File: src/rtl/multicycle_ctrl_fsm_if.sv
// Control/handshake bundle between the multi-cycle sequencer and the RV32I datapath/memory.
// master = sequencer side, slave = datapath/memory side.
interface multicycle_ctrl_fsm_if #(
    parameter int unsigned CNT_W = 32
);
    logic [6:0]       opcode;
    logic             zero;
    logic             mem_ready;
    logic             mem_read;
    logic             mem_write;
    logic             i_or_d;
    logic             ir_write;
    logic             pc_write;
    logic             pc_write_cond;
    logic             pc_src;
    logic [1:0]       alu_src_a;
    logic [1:0]       alu_src_b;
    logic [1:0]       alu_op;
    logic             mem_to_reg;
    logic             reg_write;
    logic             illegal_instr;
    logic             instr_done;
    logic [CNT_W-1:0] retired;
    logic             halted;

    modport master (
        input  opcode, zero, mem_ready,
        output mem_read, mem_write, i_or_d, ir_write, pc_write, pc_write_cond, pc_src,
               alu_src_a, alu_src_b, alu_op, mem_to_reg, reg_write,
               illegal_instr, instr_done, retired, halted
    );

    modport slave (
        output opcode, zero, mem_ready,
        input  mem_read, mem_write, i_or_d, ir_write, pc_write, pc_write_cond, pc_src,
               alu_src_a, alu_src_b, alu_op, mem_to_reg, reg_write,
               illegal_instr, instr_done, retired, halted
    );
endinterface

File: src/rtl/multicycle_ctrl_fsm.sv
// Multi-cycle RV32I sequencer: FETCH/DECODE/EXEC/MEM/WB over one shared memory port,
// retired-instruction counter and memory-stall watchdog that parks the core in HALT.
module multicycle_ctrl_fsm #(
    parameter int unsigned STALL_LIMIT = 15,
    parameter int unsigned CNT_W       = 32
) (
    input  logic                   clk,
    input  logic                   rst,
    multicycle_ctrl_fsm_if.master  bus
);

    localparam logic [6:0] OP_R   = 7'b0110011;
    localparam logic [6:0] OP_I   = 7'b0010011;
    localparam logic [6:0] OP_LD  = 7'b0000011;
    localparam logic [6:0] OP_ST  = 7'b0100011;
    localparam logic [6:0] OP_BEQ = 7'b1100011;

    localparam int unsigned      WAIT_W      = (STALL_LIMIT > 0) ? $clog2(STALL_LIMIT + 1) : 1;
    localparam logic [WAIT_W-1:0] STALL_LIM_W = WAIT_W'(STALL_LIMIT);
    localparam logic             LIMIT_EN    = (STALL_LIMIT != 0) ? 1'b1 : 1'b0;

    typedef enum logic [2:0] {
        S_FETCH  = 3'd0,
        S_DECODE = 3'd1,
        S_EXEC   = 3'd2,
        S_MEM    = 3'd3,
        S_WB     = 3'd4,
        S_HALT   = 3'd5
    } state_t;

    state_t            state_q, state_d;
    logic [6:0]        op_q;
    logic [WAIT_W-1:0] wait_cnt_q, wait_cnt_d;
    logic [CNT_W-1:0]  retired_q;
    logic              halted_q;
    logic              stall_expired_s;

    logic       mem_read_s, mem_write_s, i_or_d_s, ir_write_s, pc_write_s;
    logic       pc_write_cond_s, pc_src_s, mem_to_reg_s, reg_write_s;
    logic       illegal_s, done_s;
    logic [1:0] alu_src_a_s, alu_src_b_s, alu_op_s;

    function automatic logic op_supported(input logic [6:0] op);
        logic ok;
        case (op)
            OP_R, OP_I, OP_LD, OP_ST, OP_BEQ: ok = 1'b1;
            default:                          ok = 1'b0;
        endcase
        return ok;
    endfunction

    assign stall_expired_s = LIMIT_EN && (wait_cnt_q == STALL_LIM_W) && !bus.mem_ready;

    // Next-state selection and wait counter update
    always_comb begin
        state_d = state_q;
        case (state_q)
            S_FETCH: begin
                if (bus.mem_ready)        state_d = S_DECODE;
                else if (stall_expired_s) state_d = S_HALT;
                else                      state_d = S_FETCH;
            end
            S_DECODE: begin
                if (op_supported(bus.opcode)) state_d = S_EXEC;
                else                          state_d = S_FETCH;
            end
            S_EXEC: begin
                case (op_q)
                    OP_R, OP_I:   state_d = S_WB;
                    OP_LD, OP_ST: state_d = S_MEM;
                    default:      state_d = S_FETCH;
                endcase
            end
            S_MEM: begin
                if (bus.mem_ready)        state_d = (op_q == OP_LD) ? S_WB : S_FETCH;
                else if (stall_expired_s) state_d = S_HALT;
                else                      state_d = S_MEM;
            end
            S_WB:    state_d = S_FETCH;
            S_HALT:  state_d = S_HALT;
            default: state_d = S_FETCH;
        endcase

        if (((state_q == S_FETCH) || (state_q == S_MEM)) && !bus.mem_ready && (state_d == state_q)) begin
            wait_cnt_d = wait_cnt_q + {{(WAIT_W-1){1'b0}}, 1'b1};
        end else begin
            wait_cnt_d = '0;
        end
    end

    // Strobe and mux decode from the current state, latched opcode and live inputs
    always_comb begin
        mem_read_s      = 1'b0;
        mem_write_s     = 1'b0;
        i_or_d_s        = 1'b0;
        ir_write_s      = 1'b0;
        pc_write_s      = 1'b0;
        pc_write_cond_s = 1'b0;
        pc_src_s        = 1'b0;
        alu_src_a_s     = 2'b00;
        alu_src_b_s     = 2'b00;
        alu_op_s        = 2'b00;
        mem_to_reg_s    = 1'b0;
        reg_write_s     = 1'b0;
        illegal_s       = 1'b0;
        done_s          = 1'b0;
        case (state_q)
            S_FETCH: begin
                mem_read_s  = 1'b1;
                alu_src_b_s = 2'b01;
                ir_write_s  = bus.mem_ready;
                pc_write_s  = bus.mem_ready;
            end
            S_DECODE: begin
                alu_src_a_s = 2'b01;
                alu_src_b_s = 2'b10;
                // PC was already advanced in FETCH, so an illegal opcode still retires
                if (!op_supported(bus.opcode)) begin
                    illegal_s = 1'b1;
                    done_s    = 1'b1;
                end else begin
                    illegal_s = 1'b0;
                    done_s    = 1'b0;
                end
            end
            S_EXEC: begin
                alu_src_a_s = 2'b10;
                case (op_q)
                    OP_R: begin
                        alu_src_b_s = 2'b00;
                        alu_op_s    = 2'b10;
                    end
                    OP_I: begin
                        alu_src_b_s = 2'b10;
                        alu_op_s    = 2'b10;
                    end
                    OP_LD, OP_ST: begin
                        alu_src_b_s = 2'b10;
                        alu_op_s    = 2'b00;
                    end
                    OP_BEQ: begin
                        alu_src_b_s     = 2'b00;
                        alu_op_s        = 2'b01;
                        pc_write_cond_s = 1'b1;
                        pc_src_s        = 1'b1;
                        done_s          = 1'b1;
                    end
                    default: begin
                        alu_src_b_s = 2'b00;
                        alu_op_s    = 2'b00;
                    end
                endcase
            end
            S_MEM: begin
                i_or_d_s    = 1'b1;
                mem_read_s  = (op_q == OP_LD);
                mem_write_s = (op_q == OP_ST);
                done_s      = bus.mem_ready && (op_q == OP_ST);
            end
            S_WB: begin
                reg_write_s  = 1'b1;
                mem_to_reg_s = (op_q == OP_LD);
                done_s       = 1'b1;
            end
            S_HALT: begin
                done_s = 1'b0;
            end
            default: begin
                done_s = 1'b0;
            end
        endcase
    end

    // Sequencer state, latched opcode, stall watchdog, retire counter and halt flag
    always_ff @(posedge clk or posedge rst) begin
        if (rst) begin
            state_q    <= S_FETCH;
            op_q       <= 7'd0;
            wait_cnt_q <= '0;
            retired_q  <= '0;
            halted_q   <= 1'b0;
        end else begin
            state_q    <= state_d;
            wait_cnt_q <= wait_cnt_d;
            if (state_q == S_DECODE) begin
                op_q <= bus.opcode;
            end else begin
                op_q <= op_q;
            end
            if (done_s) begin
                retired_q <= retired_q + {{(CNT_W-1){1'b0}}, 1'b1};
            end else begin
                retired_q <= retired_q;
            end
            halted_q <= halted_q | (state_d == S_HALT);
        end
    end

    // Reset gates every strobe so an in-flight access is withdrawn without waiting for a clock
    assign bus.mem_read      = mem_read_s      & ~rst;
    assign bus.mem_write     = mem_write_s     & ~rst;
    assign bus.i_or_d        = i_or_d_s        & ~rst;
    assign bus.ir_write      = ir_write_s      & ~rst;
    assign bus.pc_write      = pc_write_s      & ~rst;
    assign bus.pc_write_cond = pc_write_cond_s & ~rst;
    assign bus.pc_src        = pc_src_s        & ~rst;
    assign bus.alu_src_a     = alu_src_a_s     & {2{~rst}};
    assign bus.alu_src_b     = alu_src_b_s     & {2{~rst}};
    assign bus.alu_op        = alu_op_s        & {2{~rst}};
    assign bus.mem_to_reg    = mem_to_reg_s    & ~rst;
    assign bus.reg_write     = reg_write_s     & ~rst;
    assign bus.illegal_instr = illegal_s       & ~rst;
    assign bus.instr_done    = done_s          & ~rst;
    assign bus.retired       = retired_q;
    assign bus.halted        = halted_q;

endmodule

File: src/flat_wrapper.sv
// flat-port wrapper written by rule: the top's interface ports become plain ports
module multicycle_ctrl_fsm_flat 
#(
    parameter int unsigned STALL_LIMIT = 15,
    parameter int unsigned CNT_W       = 32
)
  (clk, rst, bus_opcode, bus_zero, bus_mem_ready, bus_mem_read, bus_mem_write, bus_i_or_d, bus_ir_write, bus_pc_write, bus_pc_write_cond, bus_pc_src, bus_alu_src_a, bus_alu_src_b, bus_alu_op, bus_mem_to_reg, bus_reg_write, bus_illegal_instr, bus_instr_done, bus_retired, bus_halted);
  multicycle_ctrl_fsm_if #(.CNT_W(CNT_W)) bus_i ();
  input  logic clk;
  input  logic rst;
  input wire logic [$bits(bus_i.opcode)-1:0] bus_opcode;
  input wire logic [$bits(bus_i.zero)-1:0] bus_zero;
  input wire logic [$bits(bus_i.mem_ready)-1:0] bus_mem_ready;
  output wire logic [$bits(bus_i.mem_read)-1:0] bus_mem_read;
  output wire logic [$bits(bus_i.mem_write)-1:0] bus_mem_write;
  output wire logic [$bits(bus_i.i_or_d)-1:0] bus_i_or_d;
  output wire logic [$bits(bus_i.ir_write)-1:0] bus_ir_write;
  output wire logic [$bits(bus_i.pc_write)-1:0] bus_pc_write;
  output wire logic [$bits(bus_i.pc_write_cond)-1:0] bus_pc_write_cond;
  output wire logic [$bits(bus_i.pc_src)-1:0] bus_pc_src;
  output wire logic [$bits(bus_i.alu_src_a)-1:0] bus_alu_src_a;
  output wire logic [$bits(bus_i.alu_src_b)-1:0] bus_alu_src_b;
  output wire logic [$bits(bus_i.alu_op)-1:0] bus_alu_op;
  output wire logic [$bits(bus_i.mem_to_reg)-1:0] bus_mem_to_reg;
  output wire logic [$bits(bus_i.reg_write)-1:0] bus_reg_write;
  output wire logic [$bits(bus_i.illegal_instr)-1:0] bus_illegal_instr;
  output wire logic [$bits(bus_i.instr_done)-1:0] bus_instr_done;
  output wire logic [$bits(bus_i.retired)-1:0] bus_retired;
  output wire logic [$bits(bus_i.halted)-1:0] bus_halted;
  assign bus_i.opcode = bus_opcode;
  assign bus_i.zero = bus_zero;
  assign bus_i.mem_ready = bus_mem_ready;
  assign bus_mem_read = bus_i.mem_read;
  assign bus_mem_write = bus_i.mem_write;
  assign bus_i_or_d = bus_i.i_or_d;
  assign bus_ir_write = bus_i.ir_write;
  assign bus_pc_write = bus_i.pc_write;
  assign bus_pc_write_cond = bus_i.pc_write_cond;
  assign bus_pc_src = bus_i.pc_src;
  assign bus_alu_src_a = bus_i.alu_src_a;
  assign bus_alu_src_b = bus_i.alu_src_b;
  assign bus_alu_op = bus_i.alu_op;
  assign bus_mem_to_reg = bus_i.mem_to_reg;
  assign bus_reg_write = bus_i.reg_write;
  assign bus_illegal_instr = bus_i.illegal_instr;
  assign bus_instr_done = bus_i.instr_done;
  assign bus_retired = bus_i.retired;
  assign bus_halted = bus_i.halted;
  multicycle_ctrl_fsm #(.STALL_LIMIT(STALL_LIMIT), .CNT_W(CNT_W)) u_core (.clk(clk), .rst(rst), .bus(bus_i));
endmodule
File: config.mk
export PLATFORM = sky130hd
export DESIGN_NAME = multicycle_ctrl_fsm_flat
export DESIGN_NICKNAME = d
export VERILOG_FILES = /design/src/rtl/multicycle_ctrl_fsm_if.sv /design/src/rtl/multicycle_ctrl_fsm.sv /design/src/flat_wrapper.sv
export SDC_FILE = /design/constraint.sdc
export NUM_CORES = 1
export LEC_CHECK = 0
export ABC_CLOCK_PERIOD_IN_PS = 2800
export BUFFER_PORTS_ARGS = -buffer_cell sky130_fd_sc_hd__buf_2
export CAP_MARGIN = 10
export CORE_MARGIN = 2
export CORE_UTILIZATION = 47
export DETAILED_ROUTE_END_ITERATION = 10
export GPL_TIMING_DRIVEN = 1
export PLACE_DENSITY = 0.81
export SLEW_MARGIN = 20
export SYNTH_ARGS = -nofsm -noshare
export SYNTH_HDL_FRONTEND = slang
export SYNTH_SLANG_ARGS = --single-unit
File: constraint.sdc
create_clock -name clk -period 2.8 [get_ports clk]
set_input_delay 0.7 -clock clk [delete_from_list [all_inputs] [get_ports clk]]
set_output_delay 0.7 -clock clk [all_outputs]
set_load 0.005 [all_outputs]
## Yosys cells after proc, flatten, opt, wreduce, memory -nomap -nowiden

Index checks and enable logic that the tools add are counted.

- Output and inout port bits: 50
- Latch bits: 0
- RAM bits: 0
- Memories kept: 0
- Input port bits: 11
- Word-level logic and storage cells: 77
- ROM bits: 0
- Register bits after elaboration: 47

- Reduce and logical (&&, ||, !) cells: 11
- Bitwise operators: 14
- Divide/modulo/power cells: 0
- Eq/ne operators: 18
- $add $sub $neg: 2
- Shift operators: 0
- Multiply operators: 0
- $lt $le $gt $ge: 0
- Muxes and demuxes: 27

Operators by type and width:

| kind | count |
|---|---|
| $add A32 B1 Y32 const B | 1 |
| $eq A7 B6 Y1 const B | 4 |
| $mux W3 | 5 |
| $pmux W3 S5 | 1 |
| $eq A7 B2 Y1 const B | 2 |
| $eq A7 B5 Y1 const B | 2 |
| $eq A7 B7 Y1 const B | 2 |
| $mux W1 | 11 |
| $and A1 B1 Y1 | 9 |
| $eq A3 B3 Y1 const B | 3 |
| $pmux W2 S2 | 2 |
| $and A2 B2 Y2 | 3 |
| $eq A3 B2 Y1 const B | 2 |
| $mux W2 | 3 |
| $pmux W2 S3 | 1 |
| $pmux W3 S2 | 1 |
| $reduce_or A5 Y1 | 1 |
| $add A4 B1 Y4 const B | 1 |
| $eq A4 B4 Y1 const B | 1 |
| $logic_and A1 B1 Y1 | 4 |
| $mux W4 | 1 |
| $pmux W1 S4 | 1 |
| $reduce_or A2 Y1 | 2 |
| $eq A3 B1 Y1 const B | 1 |
| other kinds (8) | 8 |

## Longest topological paths before layout

Gate-level depths: netlist of run 1.

- Word-level depth: 9
- Gate-level depth with buffers: 10
- Depth with buffers taken out: 7

## Worst setup path after synthesis of run 1

Ideal clock, no wire load.

- Kind: input-to-output
- From: input rst
- To: output bus_mem_to_reg
- Required time: 2.100 ns
- Buffers on the path: 0
- Data arrival time: 2.182 ns
- Stages on the path: 3
- Slack: -0.082 ns
- Cell sequence: inv_1 and3_1 nor2b_1

- Word-level cells in the longest chain between the ends: 2

Ends and longest elaborated chain:

| what | RTL line | RTL |
|---|---|---|
| from (decl) | flat_wrapper.sv:10 | `input logic rst;` |
| $not A1 Y1 | multicycle_ctrl_fsm.sv:210 | `assign bus.mem_to_reg = mem_to_reg_s & ~rst;` |
| $and A1 B1 Y1 | multicycle_ctrl_fsm.sv:210 |  |
| to (decl) | flat_wrapper.sv:24 | `output wire logic [$bits(bus_i.mem_to_reg)-1:0] bus_mem_to_reg;` |

Every way passes these cells.

## Worst setup path in the final report of run 1

- From: register u_core.op_q[3]
- To: output bus_instr_done

- Word-level cells in the longest chain between the ends: 4
- Elaborated cells between the ends (all ways): 6
- Classes of those cells: eq/ne: 2; mux: 2; bitwise: 1; reduce/logical: 1

Ends and longest elaborated chain:

| what | RTL line | RTL |
|---|---|---|
| from (decl) | multicycle_ctrl_fsm.sv:32 | `logic [6:0] op_q;` |
| from (signal assigned) | multicycle_ctrl_fsm.sv:186 | `op_q <= bus.opcode;` |
| from (signal assigned) | multicycle_ctrl_fsm.sv:188 | `op_q <= op_q;` |
| $eq A7 B7 Y1 or $eq A7 B6 Y1 (tied branches) | multicycle_ctrl_fsm.sv:128, multicycle_ctrl_fsm.sv:158 |  |
| $mux W1 or $logic_and A1 B1 Y1 (tied branches) | multicycle_ctrl_fsm.sv:128, multicycle_ctrl_fsm.sv:158 |  |
| $pmux W1 S4 * | multicycle_ctrl_fsm.sv:107 | `case (state_q)` |
| $and A1 B1 Y1 * | multicycle_ctrl_fsm.sv:213 | `assign bus.instr_done = done_s & ~rst;` |
| to (decl) | flat_wrapper.sv:27 | `output wire logic [$bits(bus_i.instr_done)-1:0] bus_instr_done;` |

Every way passes the cells marked *; elsewhere a longest branch is shown, timed or not.

==> results.rst, run 1 <==
.. list-table::
   :header-rows: 1

   * - Metric
     - Value
   * - Run status
     - completed
   * - Endpoint kind of the worst setup timing path
     - primary output
   * - Via count of the first global-routing pass
     - ~1800
   * - Synthesized instance count
     - 231
   * - DR pass1 iterations
     - 4
   * - Post-synthesis share of cell area spent on and, or, nand and nor gates
     - between 20% and 30%
   * - Placeable core region
     - 4790 um2
   * - Portion of the clock cycle consumed by the worst path in the final layout
     - a little over nine tenths
   * - Final total negative setup slack
     - 0 ps
   * - Worst-case setup margin in the final layout
     - 85.9 ps
   * - CTS root buf
     - sky130_fd_sc_hd__clkbuf_8
   * - Depth of the worst register-to-register path
     - 7
   * - End point of the critical path
     - bus_instr_done
   * - Depth of the CTS H-tree
     - 2
   * - Largest net degree at the start of global routing
     - 48
   * - DIE HEIGHT
     - 75.0 um
   * - Met3 capacity usage during global routing
     - between 4 and 5%
   * - DRC
     - 0
   * - Number of synthesized flops with an enable pin
     - 0
   * - Area enclosed by the die boundary
     - about 5600 um2
   * - TritonCTS Buffers
     - 5
   * - Leak Pwr
     - 1.25 nW
   * - Top flip-flop cell by instance count after synthesis
     - sky130_fd_sc_hd__dfrtp_1
   * - # clock sinks
     - 47
   * - Clock transition at the register clock pins on the worst setup and hold paths after CTS
     - 90 ps
   * - Number of pins exceeding their max-slew limit in the final report
     - 0
   * - Clock tree from TritonCTS
     - done
   * - Filler Cell Count
     - 406
   * - Total via count in the routed design
     - 1959
   * - Detailed-route wire length per cell
     - 14.1 um
   * - GR Util met1
     - 26.4%
   * - Post-synthesis register bit count
     - 47
   * - Startpoint of the worst setup timing path
     - u_core.op_q[3]
   * - Crit path max fanout
     - 3
   * - Min Tclk post-route
     - 2710 ps
   * - Main combinational cell family by area after synthesis
     - simple AND/OR/NAND/NOR gates
   * - Power per cell area
     - 538 nW/um2
   * - Max VDD drop
     - 359 uV
   * - Async S/R FF share, synth
     - 100%
   * - List of cells traversed by the critical path
     - nand4bb_4 -> or3_4 -> or3_4 -> and3_1 -> nor2_1 -> buf_2
   * - Layout cells sized above 1
     - 30.5%
   * - Synthesized cell area
     - between 2000 and 2500 um2
   * - Sum of routed wire length over all layers
     - 5.12 mm
   * - Die X
     - between 70 and 80 um
   * - Area growth, synth to finish
     - 20.6%
   * - Most common cell after layout, fill and taps aside
     - sky130_fd_sc_hd__buf_2
   * - Actual transition at the worst max-transition pin
     - 594 ps
   * - Syn. warnings
     - 0
   * - Hold Violations, Final
     - 0
   * - Netlist cell types
     - 36
   * - Number of cells on the critical path
     - 6
   * - GPL Wtd Cong
     - around 0.87
   * - Number of nets produced by synthesis
     - 244
   * - Post-synthesis average cell area
     - 10.2 um2
   * - Cell depth of the worst hold path
     - 1
   * - Sequential cell area
     - 1180 um2
   * - Area occupied by multi-input gates
     - 1150 um2
   * - Fin nets
     - a little over 300
   * - Max-cap viol count
     - 0
   * - Most used routing layer in global routing
     - met2
   * - Number of placement rows
     - 25
   * - Highest Clock Rate
     - between 300 and 400 MHz
   * - Required time of the critical path
     - 2100 ps
   * - 1st-iter DRT viols
     - 134
   * - Complex-gate fraction of the synthesized area
     - around 3.2%
   * - Worst setup path category
     - flip-flop to primary output
   * - Post-synthesis share of cell area spent on xor and xnor gates
     - around an eighth
   * - Post-DP HPWL
     - 3.71 mm
   * - Global-route usage over all layers
     - 19.8%
   * - R2r startpoint
     - u_core.op_q[3]
   * - Crit path launch type
     - flip-flop
   * - Global-route congestion overflow total
     - 0
   * - Standard cell with the maximum stage delay on the critical path
     - sky130_fd_sc_hd__dfrtp_1
   * - Ports placed on the boundary
     - 61
   * - Critical path's largest stage delay
     - 380 ps
   * - Crit path buf inv count
     - 1
   * - Reg2reg setup slack
     - 380 ps
   * - Initial Utilization
     - 49.4%
   * - Kind of cell adding the most delay to the critical path
     - simple AND/OR/NAND/NOR gates
   * - Quantity of I/O buffers inserted on ports
     - 59
   * - Total Power Consumption
     - 1.54 mW
   * - Adder-Cell Fraction of Synth Area
     - 1.06%
   * - Mux share of post-synthesis cell area
     - 3.81%
   * - Class of the worst hold path
     - flip-flop to flip-flop
   * - Worst setup slack before clock tree synthesis
     - 5.72 ps
   * - Wire length of the first global-routing pass
     - between 8 and 9 mm
   * - Count of inserted antenna diode cells
     - 0
   * - Highest-count cells in the layout ignoring fill and taps
     - sky130_fd_sc_hd__buf_2, sky130_fd_sc_hd__dfrtp_1, sky130_fd_sc_hd__nand2_1
   * - Reg2Reg Capture Point
     - u_core.bus.retired[19]
   * - Initial antenna violation count
     - 0
   * - Ratio of routed vias to standard cells
     - 5.41
   * - Worst relative slew slack
     - 60.1%
   * - Worst Path Arrival
     - about 2000 ps
   * - Maximum clock insertion buffer count
     - 2
   * - Number of nets with antenna violations after routing
     - 0
   * - Source-to-sink clock delay at the later pin of the worst-skew pair
     - about 300 ps
   * - Fraction of the yosys area taken by sequential cells
     - 49.7%
   * - Clock Skew
     - 4.32 ps
   * - M2 GR Usage
     - between 30% and 40%
   * - Cell occurring most often along the worst timing path
     - sky130_fd_sc_hd__or3_4
   * - Setup violations, final
     - 0
[cells by family after synthesis]
group / after synthesis
xor+xnor: 33
flops: 47
simple gates: 117
fa+ha+maj: 2
mux: 8
buf+inv: 13
compound gates: 11
[synthesized netlist by cell type, drive strengths merged, types with 4 or more instances]
cell type / number / area [um2]
and3: 8 / 50.1
and4: 4 / 35.0
buf: 5 / 42.5
clkbuf: 4 / 15.0
dfrtp: 47 / 1180
inv: 4 / 15.0
mux2: 8 / 90.1
nand2: 21 / 78.8
nand2b: 6 / 37.5
nand3: 19 / 95.1
nand4: 10 / 62.6
nor2: 17 / 63.8
nor3: 14 / 70.1
nor4: 6 / 43.8
xnor2: 16 / 140
xor2: 17 / 149
[report_power, final]
| group | switching (mW) | leakage, nW | internal (mW) |
|---|---|---|---|
| clock | 0.229 | 0.0412 | 0.175 |
| sequential | 0.101 | 0.556 | 0.755 |
| combinational | 0.139 | 0.656 | 0.138 |
| total | 0.468 | 1.25 | 1.07 |
[what timing repair did]
item / CTS / global route
setup endpoints to repair: 1 / 1
setup buffers: 0 / 1
resized for setup: 2 / 2
pin swaps: 0 / 1
hold buffers: 0 / 0
[through the flow]
step	cells	utilization, %	cell area (um2)	hold slack [ps]
global route	362	59.6	2850	502
finish	362	59.6	2850	474
global placement	353	57.0	2730	448
floorplan	231	-	2370	433
detailed placement	353	57.0	2730	453
CTS	361	59.3	2840	474
[layer usage]
layer	routed length [um]	up-vias
li1	-	938
met1	2270	948
met2	2390	68
met3	379	5
met4	80	0
met5	0	-
[sequential cells by signal, summed over array words and instances (netlist names)]
name / cells
u_core.op_q: 7
u_core.bus.retired: 32
u_core.wait_cnt_q: 4
u_core.state_q: 3
u_core.bus.halted: 1
[worst min path at each step]
stage	slack, ps	to	startpoint
floorplan	430	u_core.wait_cnt_q[0]	u_core.wait_cnt_q[0]
global route	500	u_core.wait_cnt_q[0]	u_core.wait_cnt_q[0]
global placement	450	u_core.bus.halted	u_core.bus.halted
detailed placement	450	u_core.bus.halted	u_core.bus.halted
finish	470	u_core.bus.halted	u_core.bus.halted
CTS	470	u_core.bus.halted	u_core.bus.halted
[cell type report]
type / instances / share of cell area, %
multi-input cells: 171 / 40.3
clock inverters: 2 / 0.438
well taps: 67 / 2.94
repair buffers: 65 / 11.9
inverters: 4 / 0.658
clock buffers: 6 / 2.54
flip-flops and latches: 47 / 41.2
Power figures use the tool's default switching activity.
==> inputs of run 2 (changes only) <==
--- a/config.mk
+++ b/config.mk
@@ -8,11 +8,10 @@
 export ABC_CLOCK_PERIOD_IN_PS = 2800
 export BUFFER_PORTS_ARGS = -buffer_cell sky130_fd_sc_hd__buf_2
 export CAP_MARGIN = 10
-export CORE_MARGIN = 2
 export CORE_UTILIZATION = 47
 export DETAILED_ROUTE_END_ITERATION = 10
 export GPL_TIMING_DRIVEN = 1
-export PLACE_DENSITY = 0.81
+export PLACE_DENSITY = 0.75
 export SLEW_MARGIN = 20
 export SYNTH_ARGS = -nofsm -noshare
 export SYNTH_HDL_FRONTEND = slang
==> run 2 against run 1 <==
Compared with the run above: first-iteration DRC count shrank 29%; register-to-register slack better by 70 ps; combinational power barely moved; non-clock buffer count did not move; core utilization increased by 0.16 points; critical path depth is 1 higher.
==> results.rst, run 2 (same netlist as run 1, synthesis figures left out) <==
.. list-table::
   :header-rows: 1

   * - Metric
     - Value
   * - Clock transition at the register clock pins on the worst setup and hold paths after CTS
     - 80 ps
   * - Cell depth of the worst hold path
     - 1
   * - Ratio of routed vias to standard cells
     - around 5.3
   * - Via count of the first global-routing pass
     - 1741
   * - Die X
     - roughly 73 um
   * - Endpoint kind of the worst setup timing path
     - primary output
   * - Switching fraction of total power
     - 30.6%
   * - Total via count in the routed design
     - 1922
   * - Global-route usage over all layers
     - between 20% and 30%
   * - Largest net degree at the start of global routing
     - 48
   * - Quantity of I/O buffers inserted on ports
     - between 50 and 60
   * - Source-to-sink clock delay at the later pin of the worst-skew pair
     - 300 ps
   * - Clock Skew
     - 12.4 ps
   * - TritonCTS Buffers
     - 5
   * - Area enclosed by the die boundary
     - 5320 um2
   * - Final core occ
     - 59.8%
   * - Crit path launch type
     - primary input
   * - Worst Path Arrival
     - 2000 ps
   * - Sum of routed wire length over all layers
     - 5.06 mm
   * - Number of nets with antenna violations after routing
     - 0
   * - Layout cells sized above 1
     - 31.2%
   * - Initial antenna violation count
     - 0
   * - Max VDD drop
     - 381 uV
   * - Number of pins exceeding their max-slew limit in the final report
     - 0
   * - Most common cell after layout, fill and taps aside
     - sky130_fd_sc_hd__buf_2
   * - Internal power of the cells
     - 1.07 mW
   * - Filler Cell Count
     - 443
   * - Area growth, synth to finish
     - 20.9%
   * - Required time of the critical path
     - roughly 2100 ps
   * - Placeable core region
     - 4790 um2
   * - Part of the power in registers
     - roughly 55%
   * - Crit path max fanout
     - 2
   * - Depth of the worst register-to-register path
     - 7
   * - CTS root buf
     - sky130_fd_sc_hd__clkbuf_8
   * - Portion of the clock cycle consumed by the worst path in the final layout
     - a little under 100%
   * - Met3 routed wirelength
     - 263 um
   * - Max-cap viol count
     - 0
   * - Number of placement rows
     - 25
   * - Detailed-routed wire length on met2
     - 2.43 mm
   * - Sequential cell area
     - ~1200 um2
   * - Actual transition at the worst max-transition pin
     - 664 ps
   * - DRC
     - 0
   * - Ports placed on the boundary
     - 61
   * - Switching power
     - 0.472 mW
   * - Sum of routed wire segments on met1
     - 2.31 mm
   * - # clock sinks
     - 47
   * - Max FFs per register
     - 32
   * - Global-route congestion overflow total
     - 0
   * - Fin nets
     - 307
   * - Number of hold buffers added after CTS
     - 0
   * - Min Tclk post-route
     - 2700 ps
   * - Count of inserted antenna diode cells
     - 0
   * - Area occupied by multi-input gates
     - 1150 um2
   * - Worst setup path category
     - primary input to primary output
   * - Combinational share of power
     - 18.0%
   * - Run status
     - completed
   * - Initial Utilization
     - 49.4%
   * - Leak Pwr
     - about 1.3 nW
   * - DIE HEIGHT
     - between 70 and 80 um
   * - Final hold slack
     - between 400 and 500 ps
   * - Highest Clock Rate
     - ~370 MHz
   * - Depth of the CTS H-tree
     - 2
   * - Highest-count cells in the layout ignoring fill and taps
     - sky130_fd_sc_hd__buf_2, sky130_fd_sc_hd__dfrtp_1, sky130_fd_sc_hd__nand2_1
   * - Hold Violations, Final
     - 0
   * - Class of the worst hold path
     - flip-flop to flip-flop
   * - Wire length of the first global-routing pass
     - 8.11 mm
   * - Detailed-route wire length per cell
     - 14.0 um
   * - 1st-iter DRT viols
     - between 90 and 100
   * - Clock tree from TritonCTS
     - done
   * - Worst relative slew slack
     - 55.4%
   * - Setup violations, final
     - 0
   * - Maximum clock insertion buffer count
     - 2
   * - GPL Wtd Cong
     - 0.836
   * - DR pass1 iterations
     - 4
   * - Power per cell area
     - roughly 540 nW/um2
   * - Highest metal layer with signal wires
     - met4
   * - Post-DP HPWL
     - 3.67 mm
   * - Final total negative setup slack
     - 0 ps
   * - Clock network fraction of design power
     - 26.8%
-- run 2: changes by cell type in the layout (fill, tap and decap cells not counted), sizes merged --
cell	before	now
inv	3	4
clkbuf	6	5
clkinvlp	2	1
clkinv	1	2
-- run 2: critical path, stage by stage --
cell and delay, ps:
sky130_fd_sc_hd__buf_2 100, sky130_fd_sc_hd__nand2b_1 160, sky130_fd_sc_hd__a2111oi_2 440, sky130_fd_sc_hd__a2bb2oi_1 230, sky130_fd_sc_hd__and3_4 210, sky130_fd_sc_hd__nor2_1 30, sky130_fd_sc_hd__buf_2 120
-- run 2: area by class of cell --
class | instances | area share [%]
flip-flops and latches | 47 | 41.1
clock buffers | 5 | 2.40
repair buffers | 65 | 11.9
inverters | 4 | 0.656
clock inverters | 3 | 0.656
well taps | 67 | 2.93
multi-input cells | 171 | 40.4
-- run 2: path summary, 6_finish.rpt --
kind                                           start  slack, ps                     end
worst max-delay path                   bus_opcode[4]        100          bus_instr_done
worst min-delay path            u_core.wait_cnt_q[0]        470    u_core.wait_cnt_q[0]
worst max register to register        u_core.op_q[3]        450  u_core.bus.retired[20]
max in group asynchronous                        rst       1780          u_core.op_q[6]
min in group asynchronous                        rst        620   u_core.bus.retired[4]
worst min register to register  u_core.wait_cnt_q[0]        470    u_core.wait_cnt_q[0]
-- run 2: repair_timing --
action                                  4_1_cts  5_1_grt
pin swaps                                     0        1
gates resized for setup                       2        3
endpoints found under the setup margin        1        1
buffers inserted                              0        1
-- run 2: power by group through the flow --
stage	sequential, mW	combinational [mW]	clock (mW)
2_1_floorplan	0.848	0.164	0
6_report	0.852	0.277	0.413
5_1_grt	0.871	0.315	0.444
3_3_place_gp	0.858	0.264	0
3_5_place_dp	0.861	0.274	0
4_1_cts	0.850	0.279	0.424
-- run 2: per-layer routing --
layer / GRT usage (%) / up-vias
met5: 0 / -
li1: - / 938
met1: 26.6 / 922
met3: 4.56 / 4
met2: 31.4 / 58
met4: 10.0 / 0
-- run 2: through the flow --
step	instance area (um2)	instances	setup slack (ps)	total power, mW
3_5_place_dp	2730	353	33.4	1.13
6_report	2860	362	98.7	1.54
3_3_place_gp	2730	353	70.8	1.12
4_1_cts	2840	361	16.0	1.55
2_1_floorplan	2370	231	71.0	1.01
5_1_grt	2860	362	-34.2	1.63
==> inputs of run 3 (changes only) <==
--- a/config.mk
+++ b/config.mk
@@ -8,10 +8,13 @@
 export ABC_CLOCK_PERIOD_IN_PS = 2800
 export BUFFER_PORTS_ARGS = -buffer_cell sky130_fd_sc_hd__buf_2
 export CAP_MARGIN = 10
-export CORE_UTILIZATION = 47
+export CELL_PAD_IN_SITES_DETAIL_PLACEMENT = 0
+export CELL_PAD_IN_SITES_GLOBAL_PLACEMENT = 1
+export CORE_UTILIZATION = 38
+export CTS_BUF_LIST = sky130_fd_sc_hd__clkbuf_4
 export DETAILED_ROUTE_END_ITERATION = 10
 export GPL_TIMING_DRIVEN = 1
-export PLACE_DENSITY = 0.75
+export PLACE_DENSITY_LB_ADDON = 0.1
 export SLEW_MARGIN = 20
 export SYNTH_ARGS = -nofsm -noshare
 export SYNTH_HDL_FRONTEND = slang
==> run 3 against run 2 <==
Compared with the run above: register-to-register slack gained 20 ps; critical path depth shrank 1; cell area grew 1.4%; worst hold slack gained 12 ps; wire length grew 4.1%; non-clock buffer count grew 3; critical path type is now flip-flop to primary output; largest cell class unchanged; highest routed layer unchanged.
==> results.rst, run 3 (same netlist as run 1, synthesis figures left out) <==
.. list-table::
   :header-rows: 1

   * - Metric
     - Value
   * - Highest Clock Rate
     - 367 MHz
   * - Area growth, synth to finish
     - 22.6%
   * - Most common cell after layout, fill and taps aside
     - sky130_fd_sc_hd__buf_2
   * - Cell depth of the worst hold path
     - 1
   * - Number of cells in the finished layout apart from fillers
     - 373
   * - Area enclosed by the die boundary
     - 6550 um2
   * - Ports placed on the boundary
     - 61
   * - Number of hold buffers added after CTS
     - 0
   * - Post-DP HPWL
     - 3.84 mm
   * - DIE HEIGHT
     - 80.9 um
   * - Wire length of the first global-routing pass
     - 9.07 mm
   * - Clock tree from TritonCTS
     - done
   * - Final total negative setup slack
     - 0 ps
   * - Final hold slack
     - 477 ps
   * - DRC
     - 0
   * - Sum of routed wire length over all layers
     - 5.27 mm
   * - Fin nets
     - 310
   * - Number of nets with antenna violations after routing
     - 0
   * - Highest-count cells in the layout ignoring fill and taps
     - sky130_fd_sc_hd__buf_2, sky130_fd_sc_hd__dfrtp_1, sky130_fd_sc_hd__nand2_1
   * - Depth of the CTS H-tree
     - 2
   * - Endpoint kind of the worst setup timing path
     - primary output
   * - Global-route congestion overflow total
     - 0
   * - Worst Path Arrival
     - 2020 ps
   * - Leak Pwr
     - 1.28 nW
   * - Clock transition at the register clock pins on the worst setup and hold paths after CTS
     - between 100 and 150 ps
   * - Unrepaired setup endpoints after global routing
     - true
   * - Min Tclk post-route
     - 2720 ps
   * - Max-cap viol count
     - 0
   * - Layout cells sized above 1
     - 32.9%
   * - Required time of the critical path
     - 2100 ps
   * - Largest net degree at the start of global routing
     - 48
   * - Worst relative slew slack
     - 53.1%
   * - Actual transition at the worst max-transition pin
     - ~700 ps
   * - Via count of the first global-routing pass
     - 1795
   * - TritonCTS Buffers
     - 5
   * - Kind of cell adding the most delay to the critical path
     - simple AND/OR/NAND/NOR gates
   * - Number of placement rows
     - 28
   * - Run status
     - completed
   * - # clock sinks
     - 47
   * - Cell occurring most often along the worst timing path
     - sky130_fd_sc_hd__or3_4
   * - Total via count in the routed design
     - 1934
   * - Setup violations, final
     - 0
   * - Hold Violations, Final
     - 0
   * - CTS root buf
     - sky130_fd_sc_hd__clkbuf_4
   * - DR pass1 iterations
     - 4
   * - Portion of the clock cycle consumed by the worst path in the final layout
     - just under 100%
   * - Crit path buf inv count
     - 1
   * - Clock Skew
     - 12.0 ps
   * - Power per cell area
     - 532 nW/um2
   * - Critical path's largest stage delay
     - 400 ps
   * - Maximum clock insertion buffer count
     - 2
   * - R2r startpoint
     - u_core.op_q[3]
   * - Number of pins exceeding their max-slew limit in the final report
     - 0
   * - Crit path max fanout
     - 2
   * - Initial antenna violation count
     - 0
   * - Number of cells on the critical path
     - 6
   * - Source-to-sink clock delay at the later pin of the worst-skew pair
     - ~350 ps
   * - Ratio of routed vias to standard cells
     - 5.18
   * - Filler Cell Count
     - roughly 600
   * - Die X
     - 80.9 um
   * - Max VDD drop
     - around 380 uV
   * - Final core occ
     - 48.7%
   * - List of cells traversed by the critical path
     - nand4bb_4 -> or3_4 -> or3_4 -> and3_4 -> nor2_2 -> buf_2
   * - Startpoint of the worst setup timing path
     - u_core.op_q[3]
   * - Detailed-route wire length per cell
     - 14.1 um
   * - GPL Wtd Cong
     - 0.756
   * - Global-route usage over all layers
     - approximately 18%
   * - # placed instances
     - 362
   * - Worst setup path category
     - flip-flop to primary output
   * - Depth of the worst register-to-register path
     - 7
   * - Standard cell with the maximum stage delay on the critical path
     - sky130_fd_sc_hd__dfrtp_1
   * - Crit path launch type
     - flip-flop
   * - Initial Utilization
     - 39.7%
   * - Placeable core region
     - 5960 um2
   * - Hold path startpoint
     - u_core.wait_cnt_q[0]
   * - 1st-iter DRT viols
     - 92
   * - Count of inserted antenna diode cells
     - 0
   * - Class of the worst hold path
     - flip-flop to flip-flop
   * - Max FFs per register
     - 32
   * - Quantity of I/O buffers inserted on ports
     - 59
[run 3: cell type report]
class	count	area (um2)	share of cell area (%)
Multi-Input combinational cell	171	1170	40.3
Inverter	4	18.8	0.647
Clock buffer	5	37.5	1.29
Sequential cell	47	1180	40.5
Tap cell	75	93.8	3.23
Clock inverter	3	43.8	1.51
Timing Repair Buffer	68	363	12.5
[run 3: power breakdown]
group          leakage [nW]  internal [mW]  total, mW  switching (mW)
sequential            0.556          0.755      0.858           0.103
clock                0.0452          0.188      0.410           0.222
combinational         0.675          0.141      0.277           0.136
total                  1.28           1.08       1.54           0.460
[run 3: metrics by stage]
stage / area, um2 / setup WS, ps / power (mW)
floorplan: 2370 / 71.0 / 1.01
global placement: 2750 / -37.2 / 1.13
detailed placement: 2750 / 8.90 / 1.14
CTS: 2880 / 3.74 / 1.56
global route: 2900 / -9.36 / 1.64
finish: 2900 / 77.1 / 1.54
[run 3: timing repair]
action | CTS | global route
pin swaps | 3 | 1
endpoints found under the setup margin | 1 | 1
gates resized for setup | 4 | 4
setup buffers | 3 | 0
[run 3: worst paths after layout]
path | endpoint | slack [ps]
worst min register to register | u_core.wait_cnt_q[0] | 480
min in group asynchronous | u_core.state_q[2] | 580
worst min-delay path | u_core.wait_cnt_q[0] | 480
max in group asynchronous | u_core.bus.retired[6] | 1810
worst max register to register | u_core.bus.retired[19] | 470
worst max-delay path | bus_instr_done | 80
[run 3: metal layers]
metal | share of wire (%) | GRT usage, %
met2 | 43 | 24.9
met1 | 51 | 27.8
met3 | 5.3 | 3.71
met4 | 0.51 | 4.29
met5 | 0 | 0
